$ cat config.mk
export PLATFORM = sky130hd
export DESIGN_NAME = alu_cmd_sequencer
export DESIGN_NICKNAME = d
export VERILOG_FILES = /design/src/rtl/alu_pkg.sv /design/src/rtl/alu_cmd_fifo.sv /design/src/rtl/alu_cmd_sequencer.sv
export SDC_FILE = /design/constraint.sdc
export NUM_CORES = 1
export LEC_CHECK = 0
export BUFFER_PORTS_ARGS = -buffer_cell sky130_fd_sc_hd__buf_2
export CORE_AREA = 2 2 110 112
export DETAILED_ROUTE_END_ITERATION = 8
export DIE_AREA = 0 0 112 114
export GPL_TIMING_DRIVEN = 0
export MAX_ROUTING_LAYER = met4
export PLACE_DENSITY_LB_ADDON = 0.15
export SLEW_MARGIN = 5
export SYNTH_ARGS = -nofsm -noshare
export SYNTH_HDL_FRONTEND = slang
export SYNTH_SLANG_ARGS = --single-unit
$ cat constraint.sdc
create_clock -name CLK -period 6.84 [get_ports CLK]
set_input_delay 1.368 -clock CLK [delete_from_list [all_inputs] [get_ports CLK]]
set_output_delay 1.368 -clock CLK [all_outputs]
set_load 0.03 [all_outputs]
$ cat src/rtl/alu_pkg.sv
// Shared definitions for the ALU command sequencer: opcodes, FSM states, queued command entry.
// No logic; the entry field widths set the default widths of the sequencer.
// Not applicable (definitions only).
package alu_pkg;

  localparam int CMD_DATA_W = 16;
  localparam int CMD_RPT_W  = 4;

  localparam logic [2:0] OP_INC    = 3'b000;
  localparam logic [2:0] OP_DEC    = 3'b001;
  localparam logic [2:0] OP_INV    = 3'b010;
  localparam logic [2:0] OP_REDAND = 3'b011;
  localparam logic [2:0] OP_REDOR  = 3'b100;
  localparam logic [2:0] OP_TEMP0  = 3'b101;
  localparam logic [2:0] OP_TEMP1  = 3'b110;
  localparam logic [2:0] OP_NOP    = 3'b111;

  typedef enum logic [1:0] {
    IDLE,
    EXEC,
    RESP
  } state_t;

  typedef struct packed {
    logic [2:0]            op;
    logic [CMD_DATA_W-1:0] data;
    logic [CMD_RPT_W-1:0]  rpt;
  } cmd_entry_t;

endpackage

$ cat src/rtl/alu_cmd_fifo.sv
// Synchronous FIFO with full/empty flags; read data is the head entry, shown combinationally.
// Latency: an entry pushed at one edge is visible at the head after that edge.
// Backpressure: push ignored while full, pop ignored while empty; push+pop together keeps the count.
module alu_cmd_fifo #(
  parameter int WIDTH = 8,
  parameter int DEPTH = 4
) (
  input  logic             clk,
  input  logic             rst,
  input  logic             push,
  input  logic [WIDTH-1:0] wr_data,
  input  logic             pop,
  output logic [WIDTH-1:0] rd_data,
  output logic             full,
  output logic             empty
);

  localparam int AW = $clog2(DEPTH);

  logic [WIDTH-1:0] mem [DEPTH];
  logic [AW-1:0]    wr_ptr;
  logic [AW-1:0]    rd_ptr;
  logic [AW:0]      count;
  logic             do_push;
  logic             do_pop;

  assign full    = (count == (AW+1)'(DEPTH));
  assign empty   = (count == '0);
  assign do_push = push && !full;
  assign do_pop  = pop && !empty;
  assign rd_data = mem[rd_ptr];

  // Storage array: written on accepted pushes, not reset (pointers define validity).
  always_ff @(posedge clk) begin
    if (do_push) begin
      mem[wr_ptr] <= wr_data;
    end
  end

  // Pointer and occupancy bookkeeping.
  always_ff @(posedge clk or posedge rst) begin
    if (rst) begin
      wr_ptr <= '0;
      rd_ptr <= '0;
      count  <= '0;
    end else begin
      if (do_push) begin
        wr_ptr <= wr_ptr + 1'b1;
      end
      if (do_pop) begin
        rd_ptr <= rd_ptr + 1'b1;
      end
      case ({do_push, do_pop})
        2'b10:   count <= count + 1'b1;
        2'b01:   count <= count - 1'b1;
        default: count <= count;
      endcase
    end
  end

endmodule

$ cat src/rtl/alu_cmd_sequencer.sv
// Queues host ALU commands, iterates each through the ALU RPT times, returns the final result.
// Latency: accept->pop 1 cycle, RPT*(ALU_LAT+1) cycles of EXEC, one bubble after each response.
// Backpressure: CMD_READY drops when the FIFO is full; RSP fields hold until RSP_READY is seen.
module alu_cmd_sequencer
  import alu_pkg::*;
#(
  parameter int DATA_W     = CMD_DATA_W,
  parameter int FIFO_DEPTH = 4,
  parameter int RPT_W      = CMD_RPT_W,
  parameter int ALU_LAT    = 0
) (
  input  logic              CLK,
  input  logic              RST,
  input  logic              CMD_VALID,
  output logic              CMD_READY,
  input  logic [2:0]        CMD_OP,
  input  logic [DATA_W-1:0] CMD_DATA,
  input  logic [RPT_W-1:0]  CMD_RPT,
  output logic [DATA_W-1:0] ALU_IN0,
  output logic [DATA_W-1:0] ALU_IN1,
  output logic [2:0]        CMD_OUT,
  input  logic [DATA_W-1:0] ALU_RES,
  output logic              RSP_VALID,
  input  logic              RSP_READY,
  output logic [DATA_W-1:0] RSP_DATA,
  output logic [2:0]        RSP_OP,
  output logic              BUSY
);

  // Latency counter only needs to reach ALU_LAT; keep at least one bit.
  localparam int             LAT_W    = (ALU_LAT > 0) ? $clog2(ALU_LAT + 1) : 1;
  localparam logic [LAT_W-1:0] LAT_LAST = LAT_W'(ALU_LAT);

  state_t            state;
  logic [DATA_W-1:0] opr;
  logic [2:0]        op;
  logic [RPT_W-1:0]  iter;
  logic [LAT_W-1:0]  lat_cnt;
  logic [2:0]        cmd_out_q;
  logic              rsp_valid_q;

  cmd_entry_t        wr_entry;
  cmd_entry_t        rd_entry;
  logic              fifo_push;
  logic              fifo_pop;
  logic              fifo_full;
  logic              fifo_empty;

  assign wr_entry.op   = CMD_OP;
  assign wr_entry.data = CMD_DATA;
  assign wr_entry.rpt  = CMD_RPT;

  assign CMD_READY = !fifo_full;
  assign fifo_push = CMD_VALID && !fifo_full;
  // The FSM takes the head entry whenever it is idle and something is queued.
  assign fifo_pop  = (state == IDLE) && !fifo_empty;

  alu_cmd_fifo #(
    .WIDTH ($bits(cmd_entry_t)),
    .DEPTH (FIFO_DEPTH)
  ) u_fifo (
    .clk     (CLK),
    .rst     (RST),
    .push    (fifo_push),
    .wr_data (wr_entry),
    .pop     (fifo_pop),
    .rd_data (rd_entry),
    .full    (fifo_full),
    .empty   (fifo_empty)
  );

  // The operand register feeds the ALU directly; it only changes on load or on result capture.
  assign ALU_IN0   = opr;
  assign ALU_IN1   = '0;
  assign CMD_OUT   = cmd_out_q;
  assign RSP_VALID = rsp_valid_q;
  assign RSP_DATA  = opr;
  assign RSP_OP    = op;
  assign BUSY      = (state != IDLE) || !fifo_empty;

  // Command FSM: load from FIFO, iterate through the ALU, then hold the response until taken.
  always_ff @(posedge CLK or posedge RST) begin
    if (RST) begin
      state       <= IDLE;
      opr         <= '0;
      op          <= OP_NOP;
      iter        <= '0;
      lat_cnt     <= '0;
      cmd_out_q   <= OP_NOP;
      rsp_valid_q <= 1'b0;
    end else begin
      case (state)
        IDLE: begin
          if (!fifo_empty) begin
            opr     <= rd_entry.data;
            op      <= rd_entry.op;
            iter    <= rd_entry.rpt;
            lat_cnt <= '0;
            if (rd_entry.rpt == '0) begin
              // Zero repeat: nothing goes to the ALU, the operand is returned as-is.
              state       <= RESP;
              rsp_valid_q <= 1'b1;
            end else begin
              state     <= EXEC;
              cmd_out_q <= rd_entry.op;
            end
          end
        end
        EXEC: begin
          if (lat_cnt == LAT_LAST) begin
            opr     <= ALU_RES;
            iter    <= iter - 1'b1;
            lat_cnt <= '0;
            if (iter == RPT_W'(1)) begin
              state       <= RESP;
              rsp_valid_q <= 1'b1;
              cmd_out_q   <= OP_NOP;
            end
          end else begin
            lat_cnt <= lat_cnt + 1'b1;
          end
        end
        RESP: begin
          if (RSP_READY) begin
            rsp_valid_q <= 1'b0;
            state       <= IDLE;
          end
        end
        default: begin
          state       <= IDLE;
          cmd_out_q   <= OP_NOP;
          rsp_valid_q <= 1'b0;
        end
      endcase
    end
  end

endmodule
==> results of run 1 <==
## sequential cells by signal, summed over array words and instances, names as in the netlist
register,cells
iter,4
u_fifo.count,3
RSP_VALID,1
u_fifo.wr_ptr,2
CMD_OUT,3
RSP_OP,3
state,2
ALU_IN0,16
u_fifo.rd_ptr,2
u_fifo.mem,92
## area by class of cell
class | instances | area (µm²) | share of cell area
Tap cell | 147 | 184 | 0.0282
Sequential cell | 128 | 3670 | 0.562
Multi-Input combinational cell | 172 | 1340 | 0.205
Clock buffer | 27 | 523 | 0.0801
Buffer | 46 | 303 | 0.0464
Timing Repair Buffer | 84 | 430 | 0.0659
Inverter | 8 | 30.0 | 0.00460
Clock inverter | 5 | 50.0 | 0.00766
## cells by family after synthesis
| logic type | share of synthesized area |
|---|---|
| compound gates | 0.0393 |
| xor+xnor | 0.00994 |
| fa+ha+maj | 0.0204 |
| buf+inv | 0.0630 |
| flops | 0.695 |
| mux | 0.102 |
| other cells | 0.000710 |
| simple gates | 0.0698 |
## routing by layer
metal	global-route usage	vias up
li1	-	1442
met1	0.228	1556
met2	0.288	86
met3	0.0473	4
met4	0.0829	0
met5	-	-
## placed cells by master (no fill, tap or decap), types with 2 or more instances in the layout
| cell type | instances |
|---|---|
| nor3_1 | 2 |
| dfrtp_1 | 30 |
| o22a_1 | 3 |
| ha_1 | 7 |
| xnor2_1 | 5 |
| clkbuf_16 | 17 |
| dfstp_2 | 6 |
| a31oi_1 | 16 |
| inv_1 | 6 |
| o21ai_0 | 2 |
| nand3_1 | 2 |
| mux4_2 | 23 |
| mux2_2 | 2 |
| clkbuf_1 | 14 |
| inv_2 | 2 |
| buf_2 | 85 |
| clkbuf_8 | 6 |
| o21ai_1 | 2 |
| a221o_1 | 3 |
| buf_4 | 32 |
| edfxtp_1 | 92 |
| clkinv_2 | 4 |
| and3_1 | 2 |
| and3_2 | 2 |
| conb_1 | 16 |
| nand2_1 | 51 |
| nor2_1 | 22 |
## worst min-delay path: cells and delay by family, from the launching register on
kind / cells / cell delay [ns]
and+or+nand+nor: 2 / 0.09
DFF: 1 / 0.36
## per-stage QoR
step / hold slack, ns / std cells / instance area (µm²)
finish: 0.455 / 617 / 6530
global route: 0.473 / 617 / 6530
CTS: 0.457 / 616 / 6510
detailed placement: 0.450 / 584 / 5940
global placement: 0.448 / 584 / 5940
floorplan: 0.464 / 354 / 5340
## worst min path at each step
| stage | start | end | slack [ns] | cells past startpoint |
|---|---|---|---|---|
| 2_1_floorplan | u_fifo.count[2]$_DFFE_PP0P_ | u_fifo.count[2]$_DFFE_PP0P_ | 0.46 | 1 |
| 3_3_place_gp | RSP_OP[0]$_DFFE_PP1P_ | RSP_OP[0]$_DFFE_PP1P_ | 0.45 | 2 |
| 3_5_place_dp | RSP_OP[0]$_DFFE_PP1P_ | RSP_OP[0]$_DFFE_PP1P_ | 0.45 | 2 |
| 4_1_cts | RSP_OP[0]$_DFFE_PP1P_ | RSP_OP[0]$_DFFE_PP1P_ | 0.46 | 2 |
| 5_1_grt | RSP_OP[0]$_DFFE_PP1P_ | RSP_OP[0]$_DFFE_PP1P_ | 0.47 | 2 |
| 6_report | RSP_OP[2]$_DFFE_PP1P_ | RSP_OP[2]$_DFFE_PP1P_ | 0.46 | 2 |
## power groups by stage
stage               sequential [mW]  clock, mW  combinational [mW]
finish                         1.20      0.854                1.33
global placement               1.20          0                1.33
floorplan                      1.32          0               0.858
detailed placement             1.21          0                1.35
global route                   1.22      0.907                1.45
CTS                            1.20      0.872                1.36
==> summary.txt, run 1 <==
Worst setup path
  – Worst Setup End Kind: flop
  – FF-to-FF End: u_fifo.count[2]$_DFFE_PP0P_
  – Crit-path cells: nor3_1 > nand2b_1 > clkbuf_1 > inv_2 > buf_1 > ha_1 > fa_1 > xnor2_1 > nor2_1 > xor2_1
  – Slowest cell on the critical path: dfrtp_1
  – CP Buf/Inv Count: 3
  – Critical R2R Launch: u_fifo.count[1]$_DFFE_PP0P_
  – Reg-to-reg slack, setup: a little over 4 ns
  – Delay-heaviest family, CP: buffers and inverters
  – Req. time, crit path: about 7.2 ns
  – Element type at the critical path start: flop
  – Worst Setup EP: u_fifo.count[2]$_DFFE_PP0P_
  – CP max stage delay: ~0.4 ns
  – Crit path max fanout: 10
  – Critical path launch point: u_fifo.count[1]$_DFFE_PP0P_
  – Worst path depth: 10
  – Setup CP Type: flop to flop
  – R2R depth: 10
  – WP data arrival: 3.07 ns

Power and ir drop
  – Clock power frac: 0.252
  – Overall power: around 3.4 mW
  – Cell Int Power: between 2 and 2.5 mW
  – Power Dens Cells: approximately 520 nW/µm²
  – Worst vdd ir: a little over 0.3 mV
  – Sw Pwr: approximately 1.2 mW
  – Leakage Power: about 2.6 nW
  – Comb pwr share: 0.394
  – Sw Ratio: 0.365
  – Seq pwr share: 0.354

Logic synthesis
  – Sequential element share of the synthesized area: 0.695
  – Synth Cell Area: 5290 µm²
  – Count leader, synth: edfxtp_1
  – Post-synth EDFFs: 92
  – Top FF cell, synth: edfxtp_1
  – Cells after Synth: between 300 and 400
  – Async S/R FF share, synth: 0.281
  – Synth unique cells: 37
  – Synth area leaders: edfxtp_1 52%, dfrtp_1 14%, mux4_2 9.8%
  – Synth Warn #: 0
  – Flops & latches, synth: between 100 and 150
  – Synthesized area per cell: between 15 and 20 µm²
  – Synth cell count leaders: 92 x edfxtp_1, 51 x nand2_1, 32 x buf_4
  – Synth area leader: edfxtp_1
  – Yosys top cell area share: 0.523

Clock network
  – Clk Latency, worst-skew pair: just over 0.4 ns
  – Sink Count: roughly 130
  – Inserted Clock Buffers: 17
  – CTS resizes: 0
  – H-tree levels: 4
  – Post-CTS Repair Setup Buffers: 0
  – Clock transition at path regs: around 0.050 ns
  – Buffer depth of the longest clock path: 2
  – # hold bufs at CTS: 0
  – CTS tree: done
  – Root Driver: clkbuf_16

Drt
  – Post-Route WL: about 11 mm
  – DRT met1 WL: 4.58 mm
  – Met2 Routed Length: approximately 5.5 mm
  – Iteration-0 DRC Markers: 136
  – DR top layer: met4
  – DRT antenna net count: 0
  – Routed wl met3: 485 µm
  – Avg Vias per Cell: roughly 5
  – WL/cell: between 15 and 20 µm
  – Total number of vias: ~3000
  – DR DRC count: 0
  – DR pass1 iterations: 4

Global routing
  – Initial antenna violation count: 0
  – GR Util All Layers: 0.184
  – Largest net degree at the start of global routing: 37
  – Grt total ovfl: 0
  – Vias in the first global route: a little over 3000
  – First-pass GRT wire length: about 17 mm

Layout
  – Core Util, Final: 0.558
  – Layout cells sized above 1: 0.391
  – ANT cells: 0
  – Nets: 508
  – Fill cell total of the finished layout: 985
  – Area Overhead vs Synth: 23.6%

Status
  – Status: finished, final reports clean

Placed design
  – Placer Congestion: 0.748
  – Place WS: ~3.8 ns
  – DP HPWL: 6.87 mm
  – Port buffer count: between 80 and 90

Timing
  – Final Setup Violations: 0
  – RSZ-0062 raised after global routing: no
  – Slew headroom: 0.156
  – Final hold vios: 0
  – Clock skew: 0.0136 ns
  – Setup slack after layout: a little over 4 ns
  – Final Slew Violations: 0
  – Setup TNS: 0 ns
  – Fmax: between 300 and 400 MHz
  – Period utilization: 0.401
  – Worst Tran Pin Value: around 1.3 ns
  – Post-layout minimum cycle time: approximately 2.7 ns

Die
  – Die area: 12800 µm²
  – I/O Pins: 100
  – Starting density of the core: 0.451
  – Die width: around 110 µm
  – Die Ht: 114 µm
  – Total core area: between 10000 and 15000 µm²
  – Cell row count: 40

Run
  – MaxCap Viol Count: 0

Worst hold path
  – Worst Hold Class: flop to flop
No activity file was read; power rests on OpenSTA's default activity.
==> inputs of run 2 (changes only) <==
Clock period 6.84 ns to 2.8 ns, I/O delays scaled along.
==> run 2 against run 1 <==
  * Global-route usage shrank 0.11 points
  * Utilization is essentially flat
  * Die area is the same
  * Wire length shrank 0.30%
  * Via count shrank 0.39%
  * Register-to-register slack lost 3.8 ns
  * Sequential share of layout area is essentially flat
  * Critical path type unchanged
  * Largest cell class unchanged
==> summary.txt, run 2 (synthesis results as in run 1) <==
Status
  – Status: finished, final reports clean

Layout
  – Layout cells sized above 1: 0.392
  – Most common cell after layout, fill and taps aside: edfxtp_1
  – Area Overhead vs Synth: 23.5%
  – Design Area, Final: around 6500 µm²
  – Max reg flops: approximately 90
  – Highest-count cells in the layout ignoring fill and taps: 92 x edfxtp_1, 85 x buf_2, 51 x nand2_1
  – Fill cell total of the finished layout: 984
  – Nets: a little over 500
  – ANT cells: 0
  – Final instance count without filler cells: 616
  – Reg with most FFs: u_fifo.mem

Worst hold path
  – Worst Hold Class: primary input to asynchronous set/reset pin

Worst setup path
  – Element type at the critical path start: flop
  – Setup CP Type: flop to flop
  – Crit-path cells: nor3_1 > nand2b_1 > clkbuf_1 > inv_2 > ha_1 > fa_1 > xnor2_1 > nor2_1 > xor2_1
  – Req. time, crit path: ~3.1 ns
  – Slowest cell on the critical path: dfrtp_1
  – Worst Setup End Kind: flop
  – WP data arrival: 2.82 ns
  – CP max stage delay: 0.41 ns
  – Crit path max fanout: 19

Clock network
  – H-tree levels: 4
  – CTS tree: done
  – Clock transition at path regs: about 0.05 ns
  – CTS resizes: 0
  – Root Driver: clkbuf_16
  – Clk Latency, worst-skew pair: about 0.41 ns
  – Sink Count: roughly 130
  – # hold bufs at CTS: 0
  – Inserted Clock Buffers: 17
  – Buffer depth of the longest clock path: 2

Timing
  – Final hold vios: 0
  – Worst Tran Pin Value: between 1 and 1.5 ns
  – Fmax: roughly 400 MHz
  – Setup TNS: 0 ns
  – Final Slew Violations: 0
  – Final Setup Violations: 0
  – Slew headroom: 0.181
  – Period utilization: 0.887
  – RSZ-0062 raised after global routing: no
  – Post-layout minimum cycle time: 2.48 ns
  – Clock skew: between 0.008 and 0.009 ns

Power and ir drop
  – Power Dens Cells: ~1300 nW/µm²
  – Leakage Power: 2.63 nW
  – Overall power: between 8 and 9 mW
  – Worst vdd ir: between 0.7 and 0.8 mV

Die
  – I/O Pins: 100
  – Die area: 12800 µm²
  – Total core area: between 10000 and 15000 µm²
  – Die Ht: approximately 110 µm
  – Cell row count: 40
  – Die width: ~110 µm
  – Starting density of the core: 0.451

Global routing
  – First-pass GRT wire length: ~17 mm
  – Initial antenna violation count: 0
  – Grt total ovfl: 0
  – Vias in the first global route: ~3100
  – GR Util All Layers: 0.183
  – Largest net degree at the start of global routing: 37

Placed design
  – Placed Area: between 5000 and 6000 µm²
  – Port buffer count: a little over 80
  – Placer Congestion: ~0.75
  – Cells after DPL: roughly 580
  – DP HPWL: just under 7 mm

Drt
  – DRT antenna net count: 0
  – DR DRC count: 0
  – Total number of vias: around 3100
  – Avg Vias per Cell: 4.99
  – DR pass1 iterations: 4
  – WL/cell: roughly 17 µm
  – Iteration-0 DRC Markers: between 100 and 150
  – Post-Route WL: 10.6 mm

Run
  – MaxCap Viol Count: 0
run 2: layout make-up:
class,instances,area (µm²),area share
buffer,45,299,0.0458
clock buffer,27,523,0.0801
clock inverter,5,50.0,0.00767
inverter,8,30.0,0.00460
multi-input combinational,172,1340,0.205
sequential,128,3670,0.562
tap,147,184,0.0282
timing repair buffer,84,430,0.0659
run 2: power breakdown:
| group | switching, mW | internal (mW) | total [mW] |
|---|---|---|---|
| logic | 2.02 | 1.24 | 3.25 |
| clock network | 0.732 | 1.36 | 2.09 |
| registers | 0.267 | 2.66 | 2.92 |
| total | 3.02 | 5.25 | 8.26 |
run 2: worst max-delay path: cells and delay by family, from the launching register on:
family        cells  cell delay [ns]
xor+xnor          2             0.28
fa+ha+maj         2             0.68
buf+inv           2             0.53
flops             1             0.41
simple gates      3             0.50
run 2: through the flow:
stage	hold WS, ns	utilization	setup WS (ns)
2_1_floorplan	0.464	-	0.514
3_3_place_gp	0.448	0.507	0.00490
3_5_place_dp	0.450	0.507	0.00467
4_1_cts	0.336	0.556	0.273
5_1_grt	0.351	0.557	0.107
6_report	0.314	0.557	0.317
run 2: path summary, 6_finish.rpt:
path | startpoint | to | slack, ns | cells past startpoint
max in group asynchronous | RST | ALU_IN0[8]$_DFFE_PP0P_ | 1.96 | 2
min in group CLK | CMD_DATA[13] | u_fifo.mem[2][17]$_DFFE_PP_ | 0.36 | 1
worst min-delay path | RST | u_fifo.count[0]$_DFFE_PP0P_ | 0.31 | 2
worst min register to register | RSP_OP[2]$_DFFE_PP1P_ | RSP_OP[2]$_DFFE_PP1P_ | 0.46 | 2
worst max-delay path | u_fifo.count[1]$_DFFE_PP0P_ | u_fifo.count[2]$_DFFE_PP0P_ | 0.32 | 9
worst max register to register | u_fifo.count[1]$_DFFE_PP0P_ | u_fifo.count[2]$_DFFE_PP0P_ | 0.32 | 9
run 2: metal layers:
metal | track usage | vias up | wire (µm)
li1 | - | 1439 | -
met1 | 0.225 | 1530 | 4560
met3 | 0.0468 | 15 | 484
met5 | - | - | 0
met2 | 0.289 | 92 | 5410
met4 | 0.0829 | 0 | 156
run 2: timing repair:
item,CTS,global route
setup buffers,0,0
hold endpoints to repair,0,0
setup endpoints to repair,1,0
==> inputs of run 3 (changes only) <==
--- a/config.mk
+++ b/config.mk
@@ -8,5 +8,5 @@
 export BUFFER_PORTS_ARGS = -buffer_cell sky130_fd_sc_hd__buf_2
-export CORE_AREA = 2 2 110 112
+export CORE_AREA = 2 2 106 108
 export DETAILED_ROUTE_END_ITERATION = 8
-export DIE_AREA = 0 0 112 114
+export DIE_AREA = 0 0 108 110
 export GPL_TIMING_DRIVEN = 0
--- a/constraint.sdc
+++ b/constraint.sdc
@@ -3,2 +3,2 @@
 set_output_delay 0.56 -clock CLK [all_outputs]
-set_load 0.03 [all_outputs]
+set_load 0.1 [all_outputs]
==> run 3 against run 2 <==
  * Flip-flop and latch count unchanged
  * Clock skew up 0.00091 ns
  * Die area down 7.0%
  * Maximum frequency down 0.54%
  * Critical path depth unchanged
  * Worst setup slack worse by 0.013 ns
  * Global-route usage up 0.96 points
==> summary.txt, run 3 (synthesis results as in run 1) <==
Status
  – Status: finished, final reports clean

Timing
  – Final Slew Violations: 0
  – Setup slack after layout: about 0.30 ns
  – Post-layout minimum cycle time: 2.50 ns
  – Setup TNS: 0 ns
  – Clock skew: approximately 0.0094 ns
  – Fmax: roughly 400 MHz
  – Final Setup Violations: 0
  – Final hold vios: 0
  – RSZ-0062 raised after global routing: no
  – Slew headroom: 0.159
  – Worst Tran Pin Value: between 1 and 1.5 ns
  – Period utilization: 0.892

Clock network
  – Root Driver: clkbuf_8
  – Post-CTS Repair Setup Buffers: 0
  – Inserted Clock Buffers: 17
  – Sink Count: ~130
  – Buffer depth of the longest clock path: 2
  – CTS tree: done
  – Clock transition at path regs: 0.06 ns
  – Clk Latency, worst-skew pair: slightly above 0.5 ns
  – H-tree levels: 4

Worst setup path
  – Critical path launch point: u_fifo.count[1]$_DFFE_PP0P_
  – Slowest cell on the critical path: dfrtp_1
  – Critical R2R Launch: u_fifo.count[1]$_DFFE_PP0P_
  – CP Buf/Inv Count: 2
  – Req. time, crit path: 3.23 ns
  – Setup CP Type: flop to flop
  – Element type at the critical path start: flop
  – Delay-heaviest family, CP: adder cells
  – WP data arrival: about 2.9 ns
  – Crit path max fanout: 19
  – CP max stage delay: around 0.42 ns
  – Worst Setup End Kind: flop
  – Crit-path cells: nor3_1 > nand2b_1 > clkbuf_1 > inv_2 > ha_1 > fa_1 > xnor2_1 > nor2_1 > xor2_1

Global routing
  – GR Util All Layers: 0.192
  – Largest net degree at the start of global routing: 37
  – Grt total ovfl: 0
  – Initial antenna violation count: 0
  – Vias in the first global route: roughly 3100
  – First-pass GRT wire length: 16.0 mm

Drt
  – Post-Route WL: 10.4 mm
  – DRT antenna net count: 0
  – Iteration-0 DRC Markers: 232
  – WL/cell: 17.1 µm
  – Avg Vias per Cell: 5.04
  – Total number of vias: about 3100
  – DR DRC count: 0
  – DR pass1 iterations: 6

Placed design
  – DP HPWL: around 6.6 mm
  – Placer Congestion: around 0.74
  – Place WS: -0.0201 ns
  – Port buffer count: 83

Layout
  – Most common cell after layout, fill and taps aside: edfxtp_1
  – Area Overhead vs Synth: 23.4%
  – Layout cells sized above 1: 0.392
  – Nets: 507
  – Core Util, Final: 0.610
  – Highest-count cells in the layout ignoring fill and taps: 92 x edfxtp_1, 85 x buf_2, 51 x nand2_1
  – Max reg flops: between 90 and 100
  – Reg with most FFs: u_fifo.mem
  – ANT cells: 0

Die
  – Total core area: 10700 µm²
  – I/O Pins: 100
  – Die width: about 110 µm
  – Starting density of the core: 0.494
  – Die area: between 10000 and 15000 µm²
  – Die Ht: approximately 110 µm
  – Cell row count: 38

Run
  – MaxCap Viol Count: 0

Worst hold path
  – Worst Hold Class: primary input to asynchronous set/reset pin
-- run 3: final timing paths --
check / end / slack [ns] / cells after the start
setup / recovery: u_fifo.count[2]$_DFFE_PP0P_ / 0.30 / 9
hold / removal: RSP_VALID$_DFFE_PP0P_ / 0.22 / 2
setup reg to reg: u_fifo.count[2]$_DFFE_PP0P_ / 0.30 / 9
hold reg to reg: RSP_OP[2]$_DFFE_PP1P_ / 0.46 / 2
max in group asynchronous: ALU_IN0[8]$_DFFE_PP0P_ / 2.06 / 2
min in group CLK: u_fifo.mem[2][13]$_DFFE_PP_ / 0.27 / 1
-- run 3: through the flow --
stage                     cell area, µm²  std cells  hold WS [ns]
after floorplan                     5340        354         0.464
after global placement              5930        577         0.449
after detailed placement            5930        577         0.450
after CTS                           6510        608         0.240
after global routing                6520        609         0.249
final                               6520        609         0.216
-- run 3: layer usage --
layer	GRT usage	routed length, µm	vias up
met5	-	0	-
met4	0.0742	80	0
met3	0.0494	561	9
met2	0.314	5330	97
met1	0.233	4430	1522
li1	-	-	1439
-- run 3: cell type report --
cell class              count  area, µm²
repair buffers             84        430
fillers                   829       4180
well taps                 140        175
multi-input cells         172       1340
clock buffers              23        499
inverters                   8       30.0
flip-flops and latches    128       3670
clock inverters             9       78.8
plain buffers              45        299
-- run 3: what timing repair did --
item                       4_1_cts  5_1_grt
setup endpoints to repair        1        0
gates resized for setup          0        0
hold buffers                     0        0
Power of run 3 is left out: the tool's default activity adds up to more than one toggle a clock period on the data nets, which glitch-free logic cannot reach.
